### src/rtl/dmem_pkg.sv
// Shared definitions for the sized, wait-stated data memory.
// Size encodings, FSM state encoding and the byte-lane mask helper.
package dmem_pkg;

  localparam logic [1:0] SZ_BYTE = 2'b00;
  localparam logic [1:0] SZ_HALF = 2'b01;
  localparam logic [1:0] SZ_WORD = 2'b10;
  localparam logic [1:0] SZ_RSVD = 2'b11;

  typedef enum logic [1:0] {
    IDLE  = 2'b00,
    WAIT  = 2'b01,
    RESP  = 2'b10,
    CLEAR = 2'b11
  } state_t;

  // Byte lanes of a 32-bit word touched by an access of the given size
  // starting at the given low address bits. Reserved size touches nothing.
  function automatic logic [3:0] lane_mask(input logic [1:0] size, input logic [1:0] addr_lo);
    logic [3:0] mask;
    mask = 4'b0000;
    case (size)
      SZ_BYTE: mask = 4'b0001 << addr_lo;
      SZ_HALF: mask = 4'b0011 << addr_lo;
      SZ_WORD: mask = 4'b1111;
      default: mask = 4'b0000;
    endcase
    return mask;
  endfunction

endpackage

### src/rtl/dmem_lane_align.sv
// Read-path alignment: moves the addressed lanes of a fetched word down to
// bit 0 and applies sign or zero extension for byte and half reads.
module dmem_lane_align
  import dmem_pkg::*;
(
  input  logic [31:0] word_i,
  input  logic [1:0]  off_i,
  input  logic [1:0]  size_i,
  input  logic        unsigned_i,
  output logic [31:0] data_o
);

  logic [31:0] shifted_s;

  // Right-align the selected lanes, then extend according to size and signedness
  always_comb begin
    shifted_s = word_i >> {off_i, 3'b000};
    data_o    = 32'h0000_0000;
    case (size_i)
      SZ_BYTE: begin
        if (unsigned_i) begin
          data_o = {24'h00_0000, shifted_s[7:0]};
        end else begin
          data_o = {{24{shifted_s[7]}}, shifted_s[7:0]};
        end
      end
      SZ_HALF: begin
        if (unsigned_i) begin
          data_o = {16'h0000, shifted_s[15:0]};
        end else begin
          data_o = {{16{shifted_s[15]}}, shifted_s[15:0]};
        end
      end
      SZ_WORD: data_o = word_i;
      default: data_o = 32'h0000_0000;
    endcase
  end

endmodule

### src/rtl/dmem_sized_ws.sv
// Byte-addressed little-endian data memory with byte/half/word accesses,
// alignment/range checking and a req/ready handshake with WAIT_CYCLES wait
// states. Optional build macro DMEM_RESET_CLEAR_EN adds a post-reset CLEAR
// state that zeroes the array one byte per cycle before accepting requests.
module dmem_sized_ws
  import dmem_pkg::*;
#(
  parameter int DATA_W      = 32,
  parameter int ADDR_W      = 32,
  parameter int DEPTH_BYTES = 128,
  parameter int WAIT_CYCLES = 2
) (
  input  logic              clk_i,
  input  logic              rst_i,
  input  logic              req_i,
  input  logic              we_i,
  input  logic [1:0]        size_i,
  input  logic              unsigned_i,
  input  logic [ADDR_W-1:0] addr_i,
  input  logic [DATA_W-1:0] data_i,
  output logic              ready_o,
  output logic              done_o,
  output logic              err_o,
  output logic [DATA_W-1:0] data_o
);

  localparam int IDX_W = $clog2(DEPTH_BYTES);
  localparam int CNT_W = (WAIT_CYCLES > 1) ? $clog2(WAIT_CYCLES) : 1;
  localparam logic [ADDR_W-1:0] DEPTH_A   = ADDR_W'(DEPTH_BYTES);
  localparam logic [CNT_W-1:0]  WAIT_LAST = CNT_W'(WAIT_CYCLES - 1);
  localparam logic [IDX_W-1:0]  LANE_CLR  = ~IDX_W'(3);

  state_t            state_r;
  logic [CNT_W-1:0]  wcnt_r;
  logic [IDX_W-1:0]  addr_r;
  logic [31:0]       wdata_r;
  logic [1:0]        size_r;
  logic              we_r;
  logic              uns_r;
  logic              perr_r;
  logic              ready_r;
  logic              done_r;
  logic              err_r;
  logic [31:0]       rdata_r;
`ifdef DMEM_RESET_CLEAR_EN
  logic [IDX_W-1:0]  clr_cnt_r;
`endif

  logic [7:0]        mem_r [DEPTH_BYTES];

  logic              accept_s;
  logic              misalign_s;
  logic              err_s;
  logic [IDX_W-1:0]  base_s;
  logic [3:0]        wmask_s;
  logic [31:0]       wshift_s;
  logic [31:0]       rword_s;
  logic [31:0]       rdata_s;

  assign accept_s = req_i & ready_r & (state_r == IDLE);

  // Classify the incoming request: misalignment, reserved size, or out of range
  always_comb begin
    misalign_s = 1'b0;
    case (size_i)
      SZ_BYTE: misalign_s = 1'b0;
      SZ_HALF: misalign_s = addr_i[0];
      SZ_WORD: misalign_s = (addr_i[1:0] != 2'b00);
      default: misalign_s = 1'b1;
    endcase
    err_s = misalign_s | (addr_i >= DEPTH_A);
  end

  // Word-aligned array index plus write lane enables and lane-shifted write data
  always_comb begin
    base_s   = addr_r & LANE_CLR;
    wshift_s = wdata_r << {addr_r[1:0], 3'b000};
    if ((state_r == RESP) && we_r && !perr_r) begin
      wmask_s = lane_mask(size_r, addr_r[1:0]);
    end else begin
      wmask_s = 4'b0000;
    end
    rword_s = {mem_r[base_s | IDX_W'(3)], mem_r[base_s | IDX_W'(2)],
               mem_r[base_s | IDX_W'(1)], mem_r[base_s]};
  end

  dmem_lane_align u_align (
    .word_i     (rword_s),
    .off_i      (addr_r[1:0]),
    .size_i     (size_r),
    .unsigned_i (uns_r),
    .data_o     (rdata_s)
  );

  // Byte array: lane writes at the RESP edge, zero-fill while clearing; never reset
  always_ff @(posedge clk_i) begin
    if (!rst_i) begin
      for (int i = 0; i < 4; i++) begin
        if (wmask_s[i]) begin
          mem_r[base_s | IDX_W'(i)] <= wshift_s[8*i +: 8];
        end
      end
`ifdef DMEM_RESET_CLEAR_EN
      if (state_r == CLEAR) begin
        mem_r[clr_cnt_r] <= 8'h00;
      end
`endif
    end
  end

  // Access FSM: accept, count wait states, respond with a one-cycle done pulse
  always_ff @(posedge clk_i) begin
    if (rst_i) begin
`ifdef DMEM_RESET_CLEAR_EN
      state_r   <= CLEAR;
      ready_r   <= 1'b0;
      clr_cnt_r <= '0;
`else
      state_r   <= IDLE;
      ready_r   <= 1'b1;
`endif
      wcnt_r    <= '0;
      addr_r    <= '0;
      wdata_r   <= 32'h0000_0000;
      size_r    <= SZ_BYTE;
      we_r      <= 1'b0;
      uns_r     <= 1'b0;
      perr_r    <= 1'b0;
      done_r    <= 1'b0;
      err_r     <= 1'b0;
      rdata_r   <= 32'h0000_0000;
    end else begin
      done_r <= 1'b0;
      case (state_r)
        IDLE: begin
          if (accept_s) begin
            addr_r  <= addr_i[IDX_W-1:0];
            wdata_r <= data_i[31:0];
            size_r  <= size_i;
            we_r    <= we_i;
            uns_r   <= unsigned_i;
            perr_r  <= err_s;
            wcnt_r  <= '0;
            ready_r <= 1'b0;
            state_r <= (WAIT_CYCLES > 0) ? WAIT : RESP;
          end else begin
            ready_r <= 1'b1;
          end
        end
        WAIT: begin
          if (wcnt_r == WAIT_LAST) begin
            state_r <= RESP;
          end else begin
            wcnt_r <= wcnt_r + CNT_W'(1);
          end
        end
        RESP: begin
          done_r  <= 1'b1;
          err_r   <= perr_r;
          if (perr_r) begin
            rdata_r <= 32'h0000_0000;
          end else if (!we_r) begin
            rdata_r <= rdata_s;
          end
          ready_r <= 1'b1;
          state_r <= IDLE;
        end
        CLEAR: begin
`ifdef DMEM_RESET_CLEAR_EN
          clr_cnt_r <= clr_cnt_r + IDX_W'(1);
          if (clr_cnt_r == IDX_W'(DEPTH_BYTES - 1)) begin
            ready_r <= 1'b1;
            state_r <= IDLE;
          end
`else
          ready_r <= 1'b1;
          state_r <= IDLE;
`endif
        end
        default: begin
          ready_r <= 1'b1;
          state_r <= IDLE;
        end
      endcase
    end
  end

  assign ready_o = ready_r;
  assign done_o  = done_r;
  assign err_o   = err_r;
  assign data_o  = DATA_W'(rdata_r);

endmodule

### config.mk
export PLATFORM = sky130hd
export DESIGN_NAME = dmem_sized_ws
export DESIGN_NICKNAME = d
export VERILOG_FILES = /design/src/rtl/dmem_pkg.sv /design/src/rtl/dmem_lane_align.sv /design/src/rtl/dmem_sized_ws.sv
export SDC_FILE = /design/constraint.sdc
export NUM_CORES = 1
export LEC_CHECK = 0
export BUFFER_PORTS_ARGS = -buffer_cell sky130_fd_sc_hd__buf_4
export CAP_MARGIN = 20
export CORE_MARGIN = 5
export CORE_UTILIZATION = 62
export CTS_CLUSTER_DIAMETER = 120
export DETAILED_ROUTE_END_ITERATION = 8
export PLACE_DENSITY = 0.78
export SLEW_MARGIN = 0
export SYNTH_ARGS = -nofsm -noshare
export SYNTH_HDL_FRONTEND = slang
export SYNTH_SLANG_ARGS = --single-unit
### constraint.sdc
create_clock -name clk_i -period 3.9 [get_ports clk_i]
set_input_delay 0.78 -clock clk_i [delete_from_list [all_inputs] [get_ports clk_i]]
set_output_delay 0.78 -clock clk_i [all_outputs]
set_load 0.1 [all_outputs]
==> results.txt <==
----------------------------------------------------
[Clock network]
  Post-cts hold buffer count ... 0
  Clk Tree Root Cell ... sky130_fd_sc_hd__clkbuf_16
  Cells resized by post-CTS repair ... 0
  Post-CTS setup-driven buffer insertion count ... 0
  Number of sinks driven by the clock tree ... 1111
  CTS buffer count ... 105
  # H-tree levels ... 3
  Clock latency on the worst-skew pair ... 0.66 ns
  Clock-pin slew on the worst setup and hold paths ... 0.07 ns
  Worst-case clock buffer depth ... 3
  Clock tree from TritonCTS ... built

[Route]
  Drt total wl ... ~110000 um
  1st-pass router iterations ... 6
  Wire length per cell ... 31.8 um
  Detailed-route DRC error count ... 0
  Post-DRT Antenna Nets ... 0
  Vias after detailed routing ... around 24000
  DR iter-0 viols ... 3584
  DR vias/cell ... 6.73

[Logic synthesis]
  Total number of yosys warnings ... 0
  Sequential area share after synthesis ... 74.1%
  Dominant cells by area after synthesis ... sky130_fd_sc_hd__edfxtp_1 (70%), sky130_fd_sc_hd__mux4_2 (14%), sky130_fd_sc_hd__dfxtp_1 (4.0%), sky130_fd_sc_hd__mux2i_1 (2.8%), sky130_fd_sc_hd__nand2_1 (1.5%)
  Synth unique cells ... 47
  Mapped Avg Cell Area ... 19.0 um2
  Count of flip-flops with a built-in enable after synthesis ... 1024
  Synthesized area ... 43800 um2
  Post-synth top flop ... sky130_fd_sc_hd__edfxtp_1
  Cell type with the highest aggregate area in the netlist ... sky130_fd_sc_hd__edfxtp_1
  Post-synthesis instance total ... 2306
  Top cell type's share of synthesized area ... 70.1%
  Share of async-settable or async-resettable flops after synthesis ... 0%
  Net count after synthesis ... 2377
  Synthesized flop and latch total ... 1111

[Critical path]
  Crit. End Element ... register
  Critical path class ... reg2reg
  Worst-path cell with the longest stage delay ... sky130_fd_sc_hd__dfxtp_4
  CP max stage delay ... 0.59 ns
  Crit path launch type ... register
  Arrival time at the worst endpoint ... 3.99 ns
  Total buffers and inverters traversed by the critical path ... 2
  Worst-path fanout max ... 52
  Cell class contributing the biggest share of worst-path delay ... compound AO/OA/AOI/OAI gates
  Required time reported for the critical path endpoint ... around 4.5 ns
  Crit path cell chain ... buf_12, buf_4, mux4_2, mux2i_1, a22oi_1, o21ai_0, o21ai_0, o31ai_1, a21oi_1
  Most prevalent standard cell on the critical path ... sky130_fd_sc_hd__o21ai_0

[STA]
  Unrepaired setup endpoints after global routing ... no
  Part of the cycle the worst path needs ... between 80 and 90%
  Final critical delay including setup and external delays ... 3.42 ns
  Clock skew ... roughly 0.035 ns
  Final slew viol count ... 0
  Least setup slack across all paths after layout ... ~0.48 ns
  Worst slew pin tran ... ~1.1 ns
  Fmax ... 0.293 GHz
  Headroom to the max-slew limit ... 27.9%
  Hold Fails Final Rpt ... 0
  Post-Route Setup TNS ... 0 ns
  Number of endpoints failing setup at the final stage ... 0

[GRT]
  Aggregate global routing overflow ... 0
  First-pass GRT wire length ... 166000 um
  Antenna violations before repair ... 2
  Total routing usage reported by global routing ... 30.5%
  Via count of the first global-routing pass ... 24401
  Largest net degree at the start of global routing ... a little under 80

[Pwr]
  Sw Pwr ... between 5000 and 6000 uW
  Share of total power in combinational logic ... 7.7%
  Maximum VDD drop ... 0.345 mV
  Flop pwr share ... 51.6%
  Relative contribution of the clock network to total power ... 40.7%
  Internal power of the cells ... approximately 20000 uW
  Final Power ... 25800 uW
  Power per unit of standard cell area ... 511 nW/um2
  Leak ... roughly 0.017 uW
  Net Sw Frac ... 22.1%

[Finish]
  Final design area excluding fillers ... 50400 um2
  Sequential cell area ... 32500 um2
  Number of antenna repair diodes ... 0
  Area Overhead vs Synth ... 15.0%
  Post-layout utilization of the core ... 72.0%
  Layout cells sized above 1 ... 29.0%
  Final net count ... between 2000 and 3000
  Fillers ... 3992
  Total area of multi-input combinational cells ... 10700 um2

[Floorplan]
  Die area ... 76100 um2
  Vert. Die Dim ... 276 um
  Die Wd ... 276 um
  Number of primary I/O pins ... roughly 110
  Number of standard-cell rows in the floorplan ... 97
  Core footprint ... approximately 70000 um2
  Initial cell density of the core ... 62.6%

[Place]
  DPL Wire Length ... 72600 um
  Buffers on Ports ... 105
  Setup Slack @ Placement ... 0.551 ns
  Placed cell area ... 46600 um2
  Last weighted congestion value of the routability-driven placer ... 0.979

[Job]
  Max-capacitance violation count ... 0

[Hold path]
  Class of the worst hold path ... in2reg

[Outcome]
  Outcome ... finished clean

----------------------------------------------------
==> cells by family (layout without fill, tap and decap cells) <==
group | count (synthesis) | in the layout | synth area share, %
AO/OA/AOI/OAI | 250 | 250 | 3.70
multiplexers | 388 | 388 | 16.4
AND/OR/NAND/NOR | 410 | 410 | 4.01
buffers and inverters | 147 | 500 | 1.73
flip-flops | 1111 | 1111 | 74.1
==> placed cells by master (no fill, tap or decap), types with 16 or more instances in the layout <==
cell type                      n
sky130_fd_sc_hd__mux2i_1     122
sky130_fd_sc_hd__dfxtp_1      81
sky130_fd_sc_hd__clkinv_2     16
sky130_fd_sc_hd__bufinv_16    16
sky130_fd_sc_hd__clkbuf_1     28
sky130_fd_sc_hd__nor2b_1      22
sky130_fd_sc_hd__clkbuf_16   107
sky130_fd_sc_hd__a22oi_1      47
sky130_fd_sc_hd__mux4_2      266
sky130_fd_sc_hd__nand2_1     175
sky130_fd_sc_hd__edfxtp_1   1024
sky130_fd_sc_hd__buf_4       278
sky130_fd_sc_hd__a21oi_1      94
sky130_fd_sc_hd__nor2_1      158
==> final timing paths <==
path	from	end	slack [ns]	cells after the start
worst max-delay path	register	data_o[8]	0.48	9
worst min register to register	wdata_r[31]	wdata_r[31]	0.45	2
worst min-delay path	data_i[23]	wdata_r[23]	0.38	3
worst max register to register	register	data_o[8]	0.48	9
==> layout make-up <==
cell class / count / share of cell area, %
multi-input cells: 1048 / 21.2
repair buffers: 300 / 4.92
flip-flops and latches: 1111 / 64.4
inverters: 4 / 0.0298
well taps: 940 / 2.33
clock inverters: 57 / 1.40
clock buffers: 139 / 5.63
==> cells in the mapped netlist (15+ instances only) <==
library cell	count
sky130_fd_sc_hd__edfxtp_1	1024
sky130_fd_sc_hd__mux4_2	266
sky130_fd_sc_hd__nand2_1	175
sky130_fd_sc_hd__nor2_1	166
sky130_fd_sc_hd__mux2i_1	122
sky130_fd_sc_hd__a21oi_1	102
sky130_fd_sc_hd__dfxtp_1	87
sky130_fd_sc_hd__clkbuf_1	56
sky130_fd_sc_hd__a22oi_1	47
sky130_fd_sc_hd__buf_2	39
sky130_fd_sc_hd__o21ai_0	24
sky130_fd_sc_hd__nor2b_1	22
sky130_fd_sc_hd__buf_1	19
sky130_fd_sc_hd__o31ai_1	15
==> worst register-to-register path: stages (launching register included) <==
cell	delay (ns)
sky130_fd_sc_hd__dfxtp_4	0.59
sky130_fd_sc_hd__buf_12	0.37
sky130_fd_sc_hd__buf_4	0.52
sky130_fd_sc_hd__mux4_2	0.31
sky130_fd_sc_hd__mux2i_1	0.09
sky130_fd_sc_hd__a22oi_1	0.50
sky130_fd_sc_hd__o21ai_0	0.41
sky130_fd_sc_hd__o21ai_0	0.27
sky130_fd_sc_hd__o31ai_1	0.09
sky130_fd_sc_hd__a21oi_1	0.18
==> registers in the layout, indices dropped and copies added (netlist names), 2 cells and up, named ones only <==
signal / flops
mem_r: 1024
data_o: 32
addr_r: 7
wdata_r: 32
state_r: 2
size_r: 2
==> metrics by stage <==
step	hold slack, ns	instances
floorplan	0.432	2306
global placement	0.443	3388
detailed placement	0.445	3388
CTS	0.348	3584
global route	0.370	3599
finish	0.375	3599
==> per-layer routing <==
metal  part of all wire [%]  up-vias  global-route usage (%)
met2                     46     1755                    46.4
met3                     14      314                    8.81
met1                     35    12339                    42.7
li1                       -     9816                       -
met4                    4.4        6                    11.8
met5                  0.054        -                   0.449
==> power groups by stage <==
stage          clock, uW  combinational, uW  sequential [uW]
5_1_grt            11100               2080            13300
3_3_place_gp           0               1830            13600
6_report           10500               1990            13300
2_1_floorplan          0               1200            13500
4_1_cts            10600               1910            13300
3_5_place_dp           0               1880            13600
No activity file was read; power rests on OpenSTA's default activity.
